$ cat src/rtl/csa_pkg.sv
// Shared definitions for the multi-channel DVB-CSA key schedule:
// round count, bit permutation table, permutation helper and FSM states.
package csa_pkg;

    localparam int CSA_KS_ROUNDS = 56;

    // p(i) for i = 1..64, stored 0-based: CSA_KS_PERM[i-1] = p(i)
    localparam int CSA_KS_PERM [64] = '{
        18, 36,  9,  7, 42, 49, 29, 21, 28, 54, 62, 50, 19, 33, 59, 64,
        24, 20, 37, 39,  2, 53, 27,  1, 34,  4, 13, 14, 57, 40, 26, 41,
        51, 35, 52, 12, 22, 48, 30, 58, 45, 31,  8, 25, 23, 47, 61, 17,
        60,  5, 56, 43, 11,  6, 10, 44, 32, 63, 46, 15,  3, 38, 16, 55
    };

    typedef enum logic {
        KS_IDLE = 1'b0,
        KS_RUN  = 1'b1
    } ks_state_t;

    // Key bit k (1 = MSB) lives at vector bit 64-k; new[p(i)] <- old[i]
    function automatic logic [63:0] csa_ks_permute(input logic [63:0] v);
        logic [63:0] r;
        r = 64'd0;
        for (int i = 0; i < 64; i++) begin
            r[6'(64 - CSA_KS_PERM[i])] = v[6'(63 - i)];
        end
        return r;
    endfunction

endpackage

$ cat src/rtl/csa_key_sched_mc_if.sv
// Key-load, request and round-key stream signals of csa_key_sched_mc.
// slave = key schedule side, master = key writer / descrambler side.
interface csa_key_sched_mc_if #(
    parameter int CH_W = 3
) ();
    logic            key_wr;
    logic [CH_W-1:0] key_ch;
    logic            key_par;
    logic [63:0]     key_data;
    logic            req_valid;
    logic            req_ready;
    logic [CH_W-1:0] req_ch;
    logic            req_par;
    logic            rk_valid;
    logic            rk_ready;
    logic [7:0]      rk_data;
    logic [5:0]      rk_idx;
    logic            rk_last;
    logic            err;

    modport slave (
        input  key_wr, key_ch, key_par, key_data,
        input  req_valid, req_ch, req_par,
        output req_ready,
        output rk_valid, rk_data, rk_idx, rk_last, err,
        input  rk_ready
    );

    modport master (
        output key_wr, key_ch, key_par, key_data,
        output req_valid, req_ch, req_par,
        input  req_ready,
        input  rk_valid, rk_data, rk_idx, rk_last, err,
        output rk_ready
    );
endinterface

$ cat src/rtl/csa_key_store.sv
// Control-word bank: one write port, one combinational read port.
// CSA_KS_PARITY_EN gives each channel an even and an odd entry.
module csa_key_store #(
    parameter int NUM_CH = 8,
    parameter int CH_W   = 3
) (
    input  logic            clk,
    input  logic            nrst,
    input  logic            wr_en,
    input  logic [CH_W-1:0] wr_ch,
    input  logic            wr_par,
    input  logic [63:0]     wr_data,
    input  logic [CH_W-1:0] rd_ch,
    input  logic            rd_par,
    output logic [63:0]     rd_data
);
`ifdef CSA_KS_PARITY_EN
    localparam int NPAR = 2;

    function automatic logic sel(input logic [CH_W-1:0] ch, input logic par, input int e);
        return (ch == CH_W'(e / 2)) && (par == 1'(e % 2));
    endfunction
`else
    localparam int NPAR = 1;

    logic par_unused_s;
    assign par_unused_s = wr_par ^ rd_par;

    function automatic logic sel(input logic [CH_W-1:0] ch, input logic par, input int e);
        return (par == par) && (ch == CH_W'(e));
    endfunction
`endif

    localparam int DEPTH = NUM_CH * NPAR;

    logic [63:0] mem_r [DEPTH];

    for (genvar e = 0; e < DEPTH; e++) begin : g_entry
        // Entry register; writes naming a channel outside the bank match no entry
        always_ff @(posedge clk) begin
            if (!nrst) begin
                mem_r[e] <= 64'd0;
            end else if (wr_en && sel(wr_ch, wr_par, e)) begin
                mem_r[e] <= wr_data;
            end
        end
    end

    // Read mux
    always_comb begin
        rd_data = 64'd0;
        for (int e = 0; e < DEPTH; e++) begin
            rd_data = sel(rd_ch, rd_par, e) ? mem_r[e] : rd_data;
        end
    end

endmodule

$ cat src/rtl/csa_key_sched_mc.sv
// Multi-channel DVB-CSA block-cipher key schedule: expands a stored control
// word into 56 round-key bytes. Optional build macro: CSA_KS_PARITY_EN.
module csa_key_sched_mc
    import csa_pkg::*;
#(
    parameter int NUM_CH = 8,
    parameter int CH_W   = (NUM_CH > 1) ? $clog2(NUM_CH) : 1
) (
    input logic               clk,
    input logic               nrst,
    csa_key_sched_mc_if.slave bus
);
    localparam logic [5:0] NI_START = 6'(CSA_KS_ROUNDS - 1);

    ks_state_t   state_r;
    ks_state_t   state_nxt_s;
    logic [5:0]  ni_r;
    logic [63:0] wk_r;
    logic        err_r;
    logic [63:0] rd_data_s;
    logic        ch_ok_s;
    logic        start_s;
    logic        beat_s;
    logic [5:0]  shift_s;
    logic [7:0]  byte_s;

    csa_key_store #(
        .NUM_CH (NUM_CH),
        .CH_W   (CH_W)
    ) u_store (
        .clk     (clk),
        .nrst    (nrst),
        .wr_en   (bus.key_wr),
        .wr_ch   (bus.key_ch),
        .wr_par  (bus.key_par),
        .wr_data (bus.key_data),
        .rd_ch   (bus.req_ch),
        .rd_par  (bus.req_par),
        .rd_data (rd_data_s)
    );

    assign ch_ok_s = (32'(bus.req_ch) < NUM_CH);
    assign start_s = (state_r == KS_IDLE) && bus.req_valid && ch_ok_s;
    assign beat_s  = (state_r == KS_RUN) && bus.rk_ready;

    // Byte b = ni[2:0] sits at key bits 8b+1..8b+8, i.e. 56-8b above the LSB
    assign shift_s = 6'd56 - {ni_r[2:0], 3'd0};
    assign byte_s  = 8'(wk_r >> shift_s);

    // State register
    always_ff @(posedge clk) begin
        if (!nrst) begin
            state_r <= KS_IDLE;
        end else begin
            state_r <= state_nxt_s;
        end
    end

    // Next-state logic
    always_comb begin
        state_nxt_s = state_r;
        case (state_r)
            KS_IDLE: state_nxt_s = start_s ? KS_RUN : KS_IDLE;
            KS_RUN:  state_nxt_s = (beat_s && (ni_r == 6'd0)) ? KS_IDLE : KS_RUN;
            default: state_nxt_s = KS_IDLE;
        endcase
    end

    // Output logic; stream outputs are forced to zero outside RUN
    always_comb begin
        bus.req_ready = 1'b0;
        bus.rk_valid  = 1'b0;
        bus.rk_data   = 8'd0;
        bus.rk_idx    = 6'd0;
        bus.rk_last   = 1'b0;
        bus.err       = err_r;
        case (state_r)
            KS_IDLE: bus.req_ready = 1'b1;
            KS_RUN: begin
                bus.rk_valid = 1'b1;
                bus.rk_data  = byte_s ^ {5'd0, ni_r[5:3]};
                bus.rk_idx   = NI_START - ni_r;
                bus.rk_last  = (ni_r == 6'd0);
            end
            default: bus.req_ready = 1'b0;
        endcase
    end

    // Working register, round counter and error pulse
    always_ff @(posedge clk) begin
        if (!nrst) begin
            wk_r  <= 64'd0;
            ni_r  <= NI_START;
            err_r <= 1'b0;
        end else begin
            err_r <= (state_r == KS_IDLE) && bus.req_valid && !ch_ok_s;
            if (start_s) begin
                wk_r <= rd_data_s;
                ni_r <= NI_START;
            end else if (beat_s && (ni_r != 6'd0)) begin
                ni_r <= ni_r - 6'd1;
                // Last byte of an 8-byte group: move to the next key permutation
                if (ni_r[2:0] == 3'd0) begin
                    wk_r <= csa_ks_permute(wk_r);
                end
            end
        end
    end

endmodule

$ cat src/flat_wrapper.sv
// flat-port wrapper written by rule: the top's interface ports become plain ports
module csa_key_sched_mc_flat import csa_pkg::*;
#(
    parameter int NUM_CH = 8,
    parameter int CH_W   = (NUM_CH > 1) ? $clog2(NUM_CH) : 1
)
  (clk, nrst, bus_key_wr, bus_key_ch, bus_key_par, bus_key_data, bus_req_valid, bus_req_ch, bus_req_par, bus_req_ready, bus_rk_valid, bus_rk_data, bus_rk_idx, bus_rk_last, bus_err, bus_rk_ready);
  csa_key_sched_mc_if #(.CH_W(CH_W)) bus_i ();
  input logic clk;
  input logic nrst;
  input wire logic [$bits(bus_i.key_wr)-1:0] bus_key_wr;
  input wire logic [$bits(bus_i.key_ch)-1:0] bus_key_ch;
  input wire logic [$bits(bus_i.key_par)-1:0] bus_key_par;
  input wire logic [$bits(bus_i.key_data)-1:0] bus_key_data;
  input wire logic [$bits(bus_i.req_valid)-1:0] bus_req_valid;
  input wire logic [$bits(bus_i.req_ch)-1:0] bus_req_ch;
  input wire logic [$bits(bus_i.req_par)-1:0] bus_req_par;
  output wire logic [$bits(bus_i.req_ready)-1:0] bus_req_ready;
  output wire logic [$bits(bus_i.rk_valid)-1:0] bus_rk_valid;
  output wire logic [$bits(bus_i.rk_data)-1:0] bus_rk_data;
  output wire logic [$bits(bus_i.rk_idx)-1:0] bus_rk_idx;
  output wire logic [$bits(bus_i.rk_last)-1:0] bus_rk_last;
  output wire logic [$bits(bus_i.err)-1:0] bus_err;
  input wire logic [$bits(bus_i.rk_ready)-1:0] bus_rk_ready;
  assign bus_i.key_wr = bus_key_wr;
  assign bus_i.key_ch = bus_key_ch;
  assign bus_i.key_par = bus_key_par;
  assign bus_i.key_data = bus_key_data;
  assign bus_i.req_valid = bus_req_valid;
  assign bus_i.req_ch = bus_req_ch;
  assign bus_i.req_par = bus_req_par;
  assign bus_req_ready = bus_i.req_ready;
  assign bus_rk_valid = bus_i.rk_valid;
  assign bus_rk_data = bus_i.rk_data;
  assign bus_rk_idx = bus_i.rk_idx;
  assign bus_rk_last = bus_i.rk_last;
  assign bus_err = bus_i.err;
  assign bus_i.rk_ready = bus_rk_ready;
  csa_key_sched_mc #(.NUM_CH(NUM_CH), .CH_W(CH_W)) u_core (.clk(clk), .nrst(nrst), .bus(bus_i));
endmodule
$ cat config.mk
export PLATFORM = sky130hd
export DESIGN_NAME = csa_key_sched_mc_flat
export DESIGN_NICKNAME = d
export VERILOG_FILES = /design/src/rtl/csa_pkg.sv /design/src/rtl/csa_key_sched_mc_if.sv /design/src/rtl/csa_key_store.sv /design/src/rtl/csa_key_sched_mc.sv /design/src/flat_wrapper.sv
export SDC_FILE = /design/constraint.sdc
export NUM_CORES = 1
export LEC_CHECK = 0
export ABC_AREA = 1
export CAP_MARGIN = 20
export CORE_UTILIZATION = 40
export CTS_CLUSTER_SIZE = 14
export DETAILED_ROUTE_END_ITERATION = 10
export PLACE_DENSITY = 0.53
export SLEW_MARGIN = 20
export SYNTH_ARGS = -nofsm -noshare
export SYNTH_HDL_FRONTEND = slang
export SYNTH_SLANG_ARGS = --single-unit
$ cat constraint.sdc
create_clock -name clk -period 13.7 [get_ports clk]
set_input_delay 3.425 -clock clk [delete_from_list [all_inputs] [get_ports clk]]
set_output_delay 3.425 -clock clk [all_outputs]
set_load 0.01 [all_outputs]
After elaboration in Yosys (flattened, before gate mapping) --
Memory sizes are Yosys's and may differ from the RTL's. Index checks and enable logic that the tools add are counted.
Storage, ports and cells: memories kept 1, memory bits (writable) 512, output and inout bits 18, word-level logic and storage cells 106, register bits after elaboration 71
Memories:
- u_core.u_store.mem_r | depth 8, width 64, read ports 8, clocked after memory_dff 0, wr ports 8, RTL line csa_key_store.sv:36 | logic [63:0] mem_r [DEPTH];
Operators by class: bitwise logic cells 11, shifts and indexed selects 1, add/sub/neg operators 3, equal/unequal tests 14, muxes and demuxes 52, reductions and logical operators 21
Operators by type and width (count):
- 64-bit two-way mux | 19
- 64-bit by 6-bit right shift with 8-bit output | 1
- 1-bit two-way mux | 30
- 3-bit equality test (second input constant) | 8
- 3-bit by 2-bit equality test with 1-bit output (second input constant) | 4
- 1-bit logical AND | 12
- 6-bit subtractor (first input constant) | 2
- 3-bit logical NOT | 3
- 8-bit two-way mux | 1
- 1-bit bitwise OR | 8
- 8-bit by 3-bit XOR with 8-bit output | 1
- 3-bit by 1-bit equality test with 1-bit output (second input constant) | 2
- 6-bit logical NOT | 1
- 6-bit two-way mux | 1
- 6-bit nonzero test | 1
- 6-bit by 1-bit subtractor with 6-bit output (second input constant) | 1
- 2-bit nonzero test | 2
- 1-bit NOT | 2
- 1-bit case mux with 2 select lines | 1
- 2-bit AND reduction | 1
- 2-bit OR reduction | 1

Longest topological paths before layout --
Gate-level depths: netlist (run 1).
depth in word-level cells 10, gate-level depth with buffers 17

By module --
From an unflattened synthesis (run 1), not the netlist that was laid out.
Unflattened totals: cell total of the unflattened synthesis 2600, area total of the unflattened synthesis 26385.3 sq um
By module, submodules not included:
- csa_key_store | area an instance 22091.2 sq um, cells an instance 2049, instances 1
- csa_key_sched_mc | area an instance 4294.1 sq um, cells an instance 551, instances 1

Worst setup path before layout (run 1) --
OpenSTA, ideal clock, no wires.
kind in2reg, start point in bus_key_ch[1], end point mem u_core.u_store.mem_r[7][36], in the netlist u_core.u_store.mem_r[3][100] (enable), path buffers 0, arrival 7.995 ns, path slack 5.131 ns, stages on the path 2, cells stage by stage nand2_1 o21ai_0
RTL lines:
- from (decl) | RTL line flat_wrapper.sv:12 | input wire logic [$bits(bus_i.key_ch)-1:0] bus_key_ch;
- to (decl) | RTL line csa_key_store.sv:36

Final worst setup path (run 1) --
start point in bus_req_ch[1], end point reg u_core.wk_r[4]
Between the ends: word-level cells in the longest chain between the ends 10, elaborated cells between the ends (all ways) 17, those cells by class eq/ne (7); mux (9); reduce/logical (1)
Ends and longest elaborated chain:
- from (decl) | RTL line flat_wrapper.sv:16 | input wire logic [$bits(bus_i.req_ch)-1:0] bus_req_ch;
- 3-bit logical NOT | RTL line csa_key_store.sv:30 | return (par == par) && (ch == CH_W'(e));
- 64-bit two-way mux (7 in a row) | RTL line csa_key_store.sv:53 | rd_data = sel(rd_ch, rd_par, e) ? mem_r[e] : rd_data;
- 64-bit two-way mux (*) | RTL line csa_key_store.sv:53
- 64-bit two-way mux (*) | RTL line csa_key_sched_mc.sv:97 | if (start_s) begin
- to (signal assigned) | RTL line csa_key_sched_mc.sv:98 | wk_r <= rd_data_s;
- to (signal assigned) | RTL line csa_key_sched_mc.sv:104 | wk_r <= csa_ks_permute(wk_r);
- to (decl) | RTL line csa_key_sched_mc.sv:18 | logic [63:0] wk_r;
Mark *: on every way between the ends. The rest lies on a longest branch, timed or not. A chain may end at the register's enable or synchronous reset.

==> summary.md, run 1 <==
| Metric | Value |
|---|---|
| Outcome | `finished, final reports clean` |
| Die width | `254 microns` |
| Clk root buf | `clkbuf_16` |
| Routed length on met3 | `5060 microns` |
| Clk sink count | `583` |
| Skew final | `0.0183 ns` |
| Max_cap viols | `0` |
| Initial antenna violation count | `2` |
| PortBufs | `91` |
| Comb pwr share | `7.7%` |
| Worst setup SP type | `input port` |
| Slew margin rel. | `28.4%` |
| Metal2 WL | `36200 microns` |
| Worst-margin pin slew | `1.07 ns` |
| Clk buf depth | `3` |
| Internal power | `3180 uW` |
| Final ANT Viol Nets | `0` |
| Ports | `95` |
| DRT met1 WL | `31300 microns` |
| Crit end category | `flop` |
| Worst hold-check path type | `flop to flop` |
| Clk network pwr share | `42.1%` |
| Post-Syn Instances | `2652` |
| Leading cell types in the layout, fill and taps excluded | `819 x nor2_1, 520 x nand2_1, 512 x edfxtp_1` |
| Nets@finish | `2784` |
| Final wirelength | `74300 microns` |
| Number of CTS-inserted buffers | `66` |
| Placer Congestion | `0.871` |
| Critical Path Start | `bus_req_ch[1]` |
| Layout cells sized above 1 | `6.61%` |
| Clock period minus worst slack | `6.56 ns` |
| Clock slew at reported path FFs | `0.06 ns` |
| Total power draw | `4160 uW` |
| CTS tree | `yes` |
| DR top layer | `met5` |
| Worst setup margin | `7.14 ns` |
| Cts repair resizes | `0` |
| Full die area | `64500 sq um` |
| Seq/Total Area, Yosys | `66.1%` |
| Worst-path fanout max | `48` |
| First-pass GRT wire length | `112000 microns` |
| Worst IR Drop VDD | `82.1 uV` |
| Slew Limit Fails | `0` |
| Clk Latency, worst-skew pair | `0.60 ns` |
| Largest net degree at the start of global routing | `65` |
| Postcts setup bufs | `0` |
| Synthesized cell area | `25400 sq um` |
| RR Endpoint | `u_core.wk_r[33]` |
| RSZ-0062 raised after global routing | `no` |
| Worst Reg-to-Reg Cells | `8` |
| P_sw | `977 uW` |
| Final setup viols | `0` |
| Initial DRC count | `1534` |
| Seq pwr share | `50.2%` |
| PwrDens | `142 nW/um^2` |
| Final Util | `46.7%` |
| Fin Setup TNS | `0 ns` |
| Final Hold Vio Count | `0` |
| Fmax | `152 MHz` |
| Hold Slack | `0.462 ns` |
| Worst EP required | `14.19 ns` |
| Tot GR Track Use | `23.5%` |
| Pre-antenna DRT Iters | `6` |
| Data arrival, critical path | `7.05 ns` |
| Warnings from Yosys | `0` |
| Half-perimeter wire length after placement | `39500 microns` |
| Post-route DRC violation count | `0` |
| Synth-to-Final Area Change | `15.6%` |
| Worst R2R Setup Slack | `10.24 ns` |
| Register bit total from synthesis | `583` |
| Origin of the critical flop-to-flop path | `u_core.state_r` |
| Core Rows | `92` |
| Cts hold-fix bufs | `0` |
| CP Class | `input port to flop` |
| Vias in the first global route | `18100` |
| Place WS | `6.47 ns` |
| Commonest non-fill, non-tap cell in the layout | `nor2_1` |
| Critical Path End | `u_core.wk_r[4]` |
| Syn Nets | `2733` |
| Die height | `254 microns` |
| Synth unique cells | `30` |
| Mean area per synthesized cell | `9.58 sq um` |
| Leakage power | `0.0115 uW` |
| Routed len/inst | `20.6 microns` |
| DR vias/cell | `5.15` |
| Vias post-DR | `18500` |
| Period utilization | `47.9%` |
| Switching share of power | `23.5%` |
| Core Region | `62900 sq um` |
| H-tree Lvls | `3` |
| Gr ovfl total | `0` |
| Initial core utilization | `40.4%` |
==> power by group through the flow <==
stage / Clock [uW] / Sequential, uW / Combinational [uW]
after floorplan: 0 / 2120 / 188
after global placement: 0 / 2120 / 317
after detailed placement: 0 / 2130 / 321
after CTS: 1780 / 2090 / 322
after global routing: 1850 / 2100 / 352
final: 1750 / 2090 / 319
==> per-layer routing <==
metal  track usage [%]  up-vias
li1                  -     8801
met2              40.0      616
met4              7.30        2
met3              4.27      122
met1              30.2     8997
met5                 0        -
==> flip-flops by register name (all words and copies together), names as in the netlist <==
name                  flops
u_core.wk_r              64
u_core.state_r            1
u_core.u_store.mem_r    512
u_core.ni_r               6
==> through the flow <==
stage | cells | area (sq um)
global placement | 3478 | 27200
detailed placement | 3478 | 27200
global route | 3601 | 29300
finish | 3602 | 29400
floorplan | 2652 | 25400
CTS | 3598 | 29300
==> synth_stat cells, drive strengths merged <==
| cell | n | share of area [%] |
|---|---|---|
| nor2 | 820 | 12 |
| inv | 180 | 2.7 |
| nand3 | 92 | 1.8 |
| a21oi | 118 | 2.3 |
| a31oi | 1 | 0.025 |
| ha | 4 | 0.20 |
| edfxtp | 512 | 61 |
| dfxtp | 71 | 5.6 |
| buf | 39 | 0.96 |
| o21ai | 55 | 1.1 |
| xor2 | 1 | 0.034 |
| or2 | 12 | 0.30 |
| conb | 1 | 0.015 |
| nand4 | 85 | 2.1 |
| clkbuf | 109 | 1.6 |
| nor3 | 6 | 0.31 |
| clkinv | 3 | 0.044 |
| o22ai | 12 | 0.30 |
| o211ai | 1 | 0.030 |
| nand2 | 530 | 7.9 |
==> worst min-delay path by stage <==
stage | start | end | slack (ns) | cells after the start
after floorplan | u_core.wk_r[32] | u_core.wk_r[32] | 0.44 | 2
after global placement | u_core.wk_r[43] | u_core.wk_r[43] | 0.45 | 2
after detailed placement | u_core.wk_r[11] | u_core.wk_r[11] | 0.45 | 2
after CTS | u_core.wk_r[11] | u_core.wk_r[11] | 0.46 | 2
after global routing | u_core.wk_r[11] | u_core.wk_r[11] | 0.48 | 2
final | u_core.wk_r[11] | u_core.wk_r[11] | 0.46 | 2
==> cell families after synthesis <==
| group | synth area share, % |
|---|---|
| compound gates | 3.76 |
| xor+xnor | 0.0345 |
| fa+ha+maj | 0.197 |
| buf+inv | 5.30 |
| flops | 66.1 |
| other cells | 0.0148 |
| simple gates | 24.6 |
==> layout make-up <==
type                            instances  area (sq um)
Inverter                              183           694
Sequential cell                       583         16800
Clock inverter                         27           224
Tap cell                              846          1060
Timing Repair Buffer                  131          1240
Antenna cell                            1          2.50
Fill cell                            5931         33500
Multi-Input combinational cell       1738          7440
Clock buffer                           93          1900
==> worst max-delay path: stages <==
cell and delay [ns]:
clkdlybuf4s50_1 0.92, inv_4 0.32, nor3_4 0.25, buf_4 0.55
inv_2 0.47, buf_4 0.46, nor2_1 0.17, nor2_1 0.05
nand2_1 0.21, a21oi_1 0.09
Note: power is estimated with default switching activity, not from simulation.
==> inputs of run 2 (changes only) <==
Settings changed: PLACE_DENSITY 0.53 to 0.55.
Clock period 13.7 ns to 5.69 ns, I/O delays scaled along.
==> summary.md, run 2 (same netlist as run 1, synthesis figures left out) <==
| Metric | Value |
|---|---|
| Outcome | `finished, final reports clean (unchanged)` |
| Worst EP required | `4.27 ns (was 14.19 ns)` |
| Largest register FFs | `512 (unchanged)` |
| First-pass GRT wire length | `112000 microns (about the same)` |
| Area of the multi-input gates | `7440 sq um (unchanged)` |
| PwrDens | `329 nW/um^2 (was 142 nW/um^2)` |
| Synth-to-Final Area Change | `15.4% (was 15.6%)` |
| Routed len/inst | `20.6 microns (about the same)` |
| Leading cell types in the layout, fill and taps excluded | `819 x nor2_1, 520 x nand2_1, 512 x edfxtp_1 (unchanged)` |
| Cts repair resizes | `0 (unchanged)` |
| Half-perimeter wire length after placement | `40800 microns (was 39500 microns)` |
| Slew margin rel. | `26.1% (was 28.4%)` |
| Biggest regs | `u_core.u_store.mem_r (512), u_core.wk_r (64), u_core.ni_r (6) (unchanged)` |
| RSZ-0062 raised after global routing | `no (unchanged)` |
| Final setup viols | `0 (unchanged)` |
| Period utilization | `80.3%` |
| Cts hold-fix bufs | `0 (unchanged)` |
| Filler cells | `5959 (was 5931)` |
| CP Class | `flop to output pin (was input port to flop)` |
| Pre-antenna DRT Iters | `5 (was 6)` |
| Max_cap viols | `0 (unchanged)` |
| Final Util | `46.6% (was 46.7%)` |
| Antenna Diode Count | `0 (was 1)` |
| Ports | `95 (unchanged)` |
| Slew Limit Fails | `0 (unchanged)` |
| Initial DRC count | `1676 (was 1534)` |
| Largest net degree at the start of global routing | `73 (was 65)` |
| Commonest non-fill, non-tap cell in the layout | `nor2_1 (unchanged)` |
| Die width | `254 microns (unchanged)` |
| Data arrival, critical path | `3.15 ns (was 7.05 ns)` |
| Initial antenna violation count | `0 (was 2)` |
| CTS tree | `yes (unchanged)` |
| Vias post-DR | `18800 (was 18500)` |
| Final wirelength | `74300 microns (about the same)` |
| Placer Congestion | `0.887 (was 0.871)` |
| Clk sink count | `583 (unchanged)` |
| Die height | `254 microns (unchanged)` |
| H-tree Lvls | `2 (was 3)` |
| Largest Register | `u_core.u_store.mem_r (unchanged)` |
| Worst hold-check path type | `flop to flop (unchanged)` |
| Worst-margin pin slew | `1.11 ns (was 1.07 ns)` |
| Number of CTS-inserted buffers | `61 (was 66)` |
| Vias in the first global route | `18300 (was 18100)` |
| Fmax | `219 MHz` |
| Clk Latency, worst-skew pair | `0.63 ns (was 0.60 ns)` |
| Full die area | `64500 sq um (unchanged)` |
| Clock period minus worst slack | `4.57 ns` |
| Clk buf depth | `3 (unchanged)` |
| Skew final | `0.0204 ns (was 0.0183 ns)` |
| Post-route DRC violation count | `0 (unchanged)` |
| Final ANT Viol Nets | `0 (unchanged)` |
| Crit end category | `output pin (was flop)` |
| Fin Setup TNS | `0 ns (unchanged)` |
| Worst-path fanout max | `21 (was 48)` |
| Core Region | `62900 sq um (unchanged)` |
| Initial core utilization | `40.4% (unchanged)` |
| Layout cells sized above 1 | `6.74% (was 6.61%)` |
| Worst setup SP type | `flop (was input port)` |
| Final Hold Vio Count | `0 (unchanged)` |
| DR vias/cell | `5.23 (was 5.15)` |
| Tot GR Track Use | `23.3% (was 23.5%)` |
| PortBufs | `91 (unchanged)` |
| Core Rows | `92 (unchanged)` |
| Nets@finish | `2789 (was 2784)` |
| Clock slew at reported path FFs | `0.06 ns (about the same)` |
| Gr ovfl total | `0 (unchanged)` |
| Clk root buf | `clkbuf_16 (unchanged)` |
| Worst IR Drop VDD | `235 uV (was 82.1 uV)` |
| Area occupied by registers | `16800 sq um (unchanged)` |
| Postcts setup bufs | `0 (unchanged)` |
| Leakage power | `0.0115 uW (about the same)` |
-- run 2: cell type report --
cell class,count,area share (%)
inverter,183,2.37
timing repair buffer,141,4.76
sequential,583,57.3
clock inverter,21,0.418
multi-input combinational,1738,25.4
clock buffer,93,6.14
tap,846,3.61
-- run 2: stage by stage --
| stage | setup WS [ns] | cells | hold slack, ns | instance area [sq um] | power, uW |
|---|---|---|---|---|---|
| after detailed placement | 1.20 | 3491 | 0.452 | 27400 | 5900 |
| final | 1.12 | 3605 | 0.463 | 29300 | 9650 |
| after global routing | 1.04 | 3605 | 0.478 | 29300 | 9990 |
| after global placement | 1.23 | 3489 | 0.452 | 27300 | 5880 |
| after CTS | 1.18 | 3605 | 0.462 | 29300 | 9730 |
| after floorplan | 0.851 | 2652 | 0.440 | 25400 | 5550 |
-- run 2: final timing paths --
path / start / end / slack [ns] / cells after the start
hold / removal: u_core.wk_r[42] / u_core.wk_r[42] / 0.46 / 2
setup reg to reg: u_core.ni_r[1] / u_core.wk_r[61] / 2.13 / 13
setup / recovery: u_core.ni_r[1] / bus_rk_data[6] / 1.12 / 7
hold reg to reg: u_core.wk_r[42] / u_core.wk_r[42] / 0.46 / 2
-- run 2: where the power goes --
group	switching (uW)	total, uW	internal [uW]
logic	557	781	224
clock network	1640	3840	2210
registers	93.4	5030	4940
total	2290	9650	7370
-- run 2: routing by layer --
layer | global-route usage (%) | routed length (microns) | share of wire, % | vias up
li1 | - | - | - | 8821
met1 | 30.6 | 31000 | 42 | 9189
met2 | 39.9 | 36000 | 48 | 690
met3 | 3.26 | 5260 | 7.1 | 149
met4 | 7.06 | 2070 | 2.8 | 0
met5 | 0 | 0 | 0 | -
-- run 2: worst max-delay path, cell delays in order, from the launching register on --
cell	delay (ns)
dfxtp_1	0.29
buf_4	0.22
inv_1	0.55
o21ai_0	0.21
o22ai_1	0.38
nand3_1	0.15
nand2_1	0.16
clkdlybuf4s50_1	0.55
==> inputs of run 3 (changes only) <==
Settings changed: PLACE_DENSITY 0.55 to 0.53.
Clock period 5.69 ns to 4.7 ns, I/O delays scaled along.
==> summary.md, run 3 (same netlist as run 1, synthesis figures left out) <==
| Metric | Value |
|---|---|
| Outcome | `finished, final reports clean (unchanged)` |
| Clk root buf | `clkbuf_16 (unchanged)` |
| Placer Congestion | `0.847 (was 0.887)` |
| Clock slew at reported path FFs | `0.06 ns (about the same)` |
| Initial antenna violation count | `0 (unchanged)` |
| Worst hold-check path type | `flop to flop (unchanged)` |
| Half-perimeter wire length after placement | `42000 microns (was 40800 microns)` |
| Synth-to-Final Area Change | `15.5% (was 15.4%)` |
| Largest register FFs | `512 (unchanged)` |
| Layout cells sized above 1 | `7.02% (was 6.74%)` |
| Routed len/inst | `21.0 microns (was 20.6 microns)` |
| Fin Setup TNS | `0 ns (unchanged)` |
| Worst EP required | `3.52 ns (was 4.27 ns)` |
| DR vias/cell | `5.18 (was 5.23)` |
| Number of CTS-inserted buffers | `61 (unchanged)` |
| Worst setup SP type | `flop (unchanged)` |
| Vias in the first global route | `18100 (was 18300)` |
| Core Region | `62900 sq um (unchanged)` |
| Final Util | `46.7% (was 46.6%)` |
| Slew margin rel. | `28.3% (was 26.1%)` |
| Clk sink count | `583 (unchanged)` |
| Worst IR Drop VDD | `267 uV (was 235 uV)` |
| Antenna Diode Count | `0 (unchanged)` |
| Largest Register | `u_core.u_store.mem_r (unchanged)` |
| CTS tree | `yes (unchanged)` |
| Ports | `95 (unchanged)` |
| Final Hold Vio Count | `0 (unchanged)` |
| Worst-path fanout max | `30 (was 21)` |
| Initial DRC count | `1570 (was 1676)` |
| Biggest regs | `u_core.u_store.mem_r (512), u_core.wk_r (64), u_core.ni_r (6) (unchanged)` |
| Max_cap viols | `0 (unchanged)` |
| Nets@finish | `2796 (was 2789)` |
| Die height | `254 microns (unchanged)` |
| PwrDens | `399 nW/um^2 (was 329 nW/um^2)` |
| Fmax | `227 MHz` |
| Final ANT Viol Nets | `0 (unchanged)` |
| Gr ovfl total | `0 (unchanged)` |
| Leakage power | `0.0115 uW (about the same)` |
| CP Class | `flop to output pin (unchanged)` |
| Leading cell types in the layout, fill and taps excluded | `819 x nor2_1, 520 x nand2_1, 512 x edfxtp_1 (unchanged)` |
| Clock period minus worst slack | `4.41 ns` |
| H-tree Lvls | `2 (unchanged)` |
| PortBufs | `91 (unchanged)` |
| Crit end category | `output pin (unchanged)` |
| Cts repair resizes | `0 (unchanged)` |
| Dpl cells | `3498 (was 3491)` |
| Clk buf depth | `3 (unchanged)` |
| Pre-antenna DRT Iters | `5 (unchanged)` |
| Period utilization | `93.8%` |
| Full die area | `64500 sq um (unchanged)` |
| Final setup viols | `0 (unchanged)` |
| Tot GR Track Use | `23.6% (was 23.3%)` |
| Commonest non-fill, non-tap cell in the layout | `nor2_1 (unchanged)` |
| RSZ-0062 raised after global routing | `no (unchanged)` |
| Vias post-DR | `18700 (was 18800)` |
| Die width | `254 microns (unchanged)` |
| Clk Latency, worst-skew pair | `0.64 ns (was 0.63 ns)` |
| Core Rows | `92 (unchanged)` |
| Skew final | `0.0169 ns (was 0.0204 ns)` |
| Postcts setup bufs | `0 (unchanged)` |
| Data arrival, critical path | `3.23 ns (was 3.15 ns)` |
| Largest net degree at the start of global routing | `73 (unchanged)` |
| Worst-margin pin slew | `1.07 ns (was 1.11 ns)` |
| Non-Filler Instances | `3611 (was 3605)` |
| Initial core utilization | `40.4% (unchanged)` |
| Final wirelength | `75700 microns (was 74300 microns)` |
| Cts hold-fix bufs | `0 (unchanged)` |
| Slew Limit Fails | `0 (unchanged)` |
| Post-route DRC violation count | `0 (unchanged)` |
| First-pass GRT wire length | `112000 microns (about the same)` |
run 3: power by group:
| group | total [uW] | leakage, uW | switching, uW | internal (uW) |
|---|---|---|---|---|
| registers | 6090 | 0.00553 | 112 | 5970 |
| logic | 958 | 0.00507 | 683 | 276 |
| clock network | 4670 | 0.000931 | 2030 | 2640 |
run 3: final cells by class:
cell class              instances  area [sq um]
inverters                     183           694
fillers                      5983         33500
well taps                     846          1060
clock inverters                28           216
flip-flops and latches        583         16800
clock buffers                  85          1680
multi-input cells            1738          7440
repair buffers                148          1460
run 3: through the flow:
stage	power (uW)	hold slack [ns]	area, sq um	worst slack [ns]
6_report	11700	0.465	29300	0.293
5_1_grt	12100	0.489	29300	0.197
4_1_cts	11800	0.464	29300	0.348
3_5_place_dp	7160	0.455	27400	0.802
3_3_place_gp	7130	0.451	27400	0.812
2_1_floorplan	6720	0.440	25400	0.108
run 3: path summary, 6_finish.rpt:
path | startpoint | to | slack, ns | depth (start not counted)
max | u_core.ni_r[0] | bus_rk_data[2] | 0.29 | 8
min | u_core.wk_r[54] | u_core.wk_r[54] | 0.46 | 2
max reg2reg | u_core.ni_r[1] | u_core.wk_r[51] | 1.54 | 13
min reg2reg | u_core.wk_r[54] | u_core.wk_r[54] | 0.46 | 2
run 3: per-layer routing:
| layer | part of all wire (%) | GRT usage, % | up-vias |
|---|---|---|---|
| met2 | 48 | 40.6 | 630 |
| li1 | - | - | 8832 |
| met4 | 2.7 | 7.07 | 0 |
| met1 | 43 | 30.9 | 9110 |
| met3 | 6.4 | 3.35 | 137 |
| met5 | 0 | 0 | - |
run 3: worst max-delay path, stage by stage, from the launching register on:
cell,delay [ns]
dfxtp_1,0.47
buf_4,0.39
o21ai_0,0.20
o21ai_0,0.44
nand2_1,0.14
nand2_1,0.14
o21ai_0,0.08
a21oi_1,0.17
clkdlybuf4s50_1,0.56
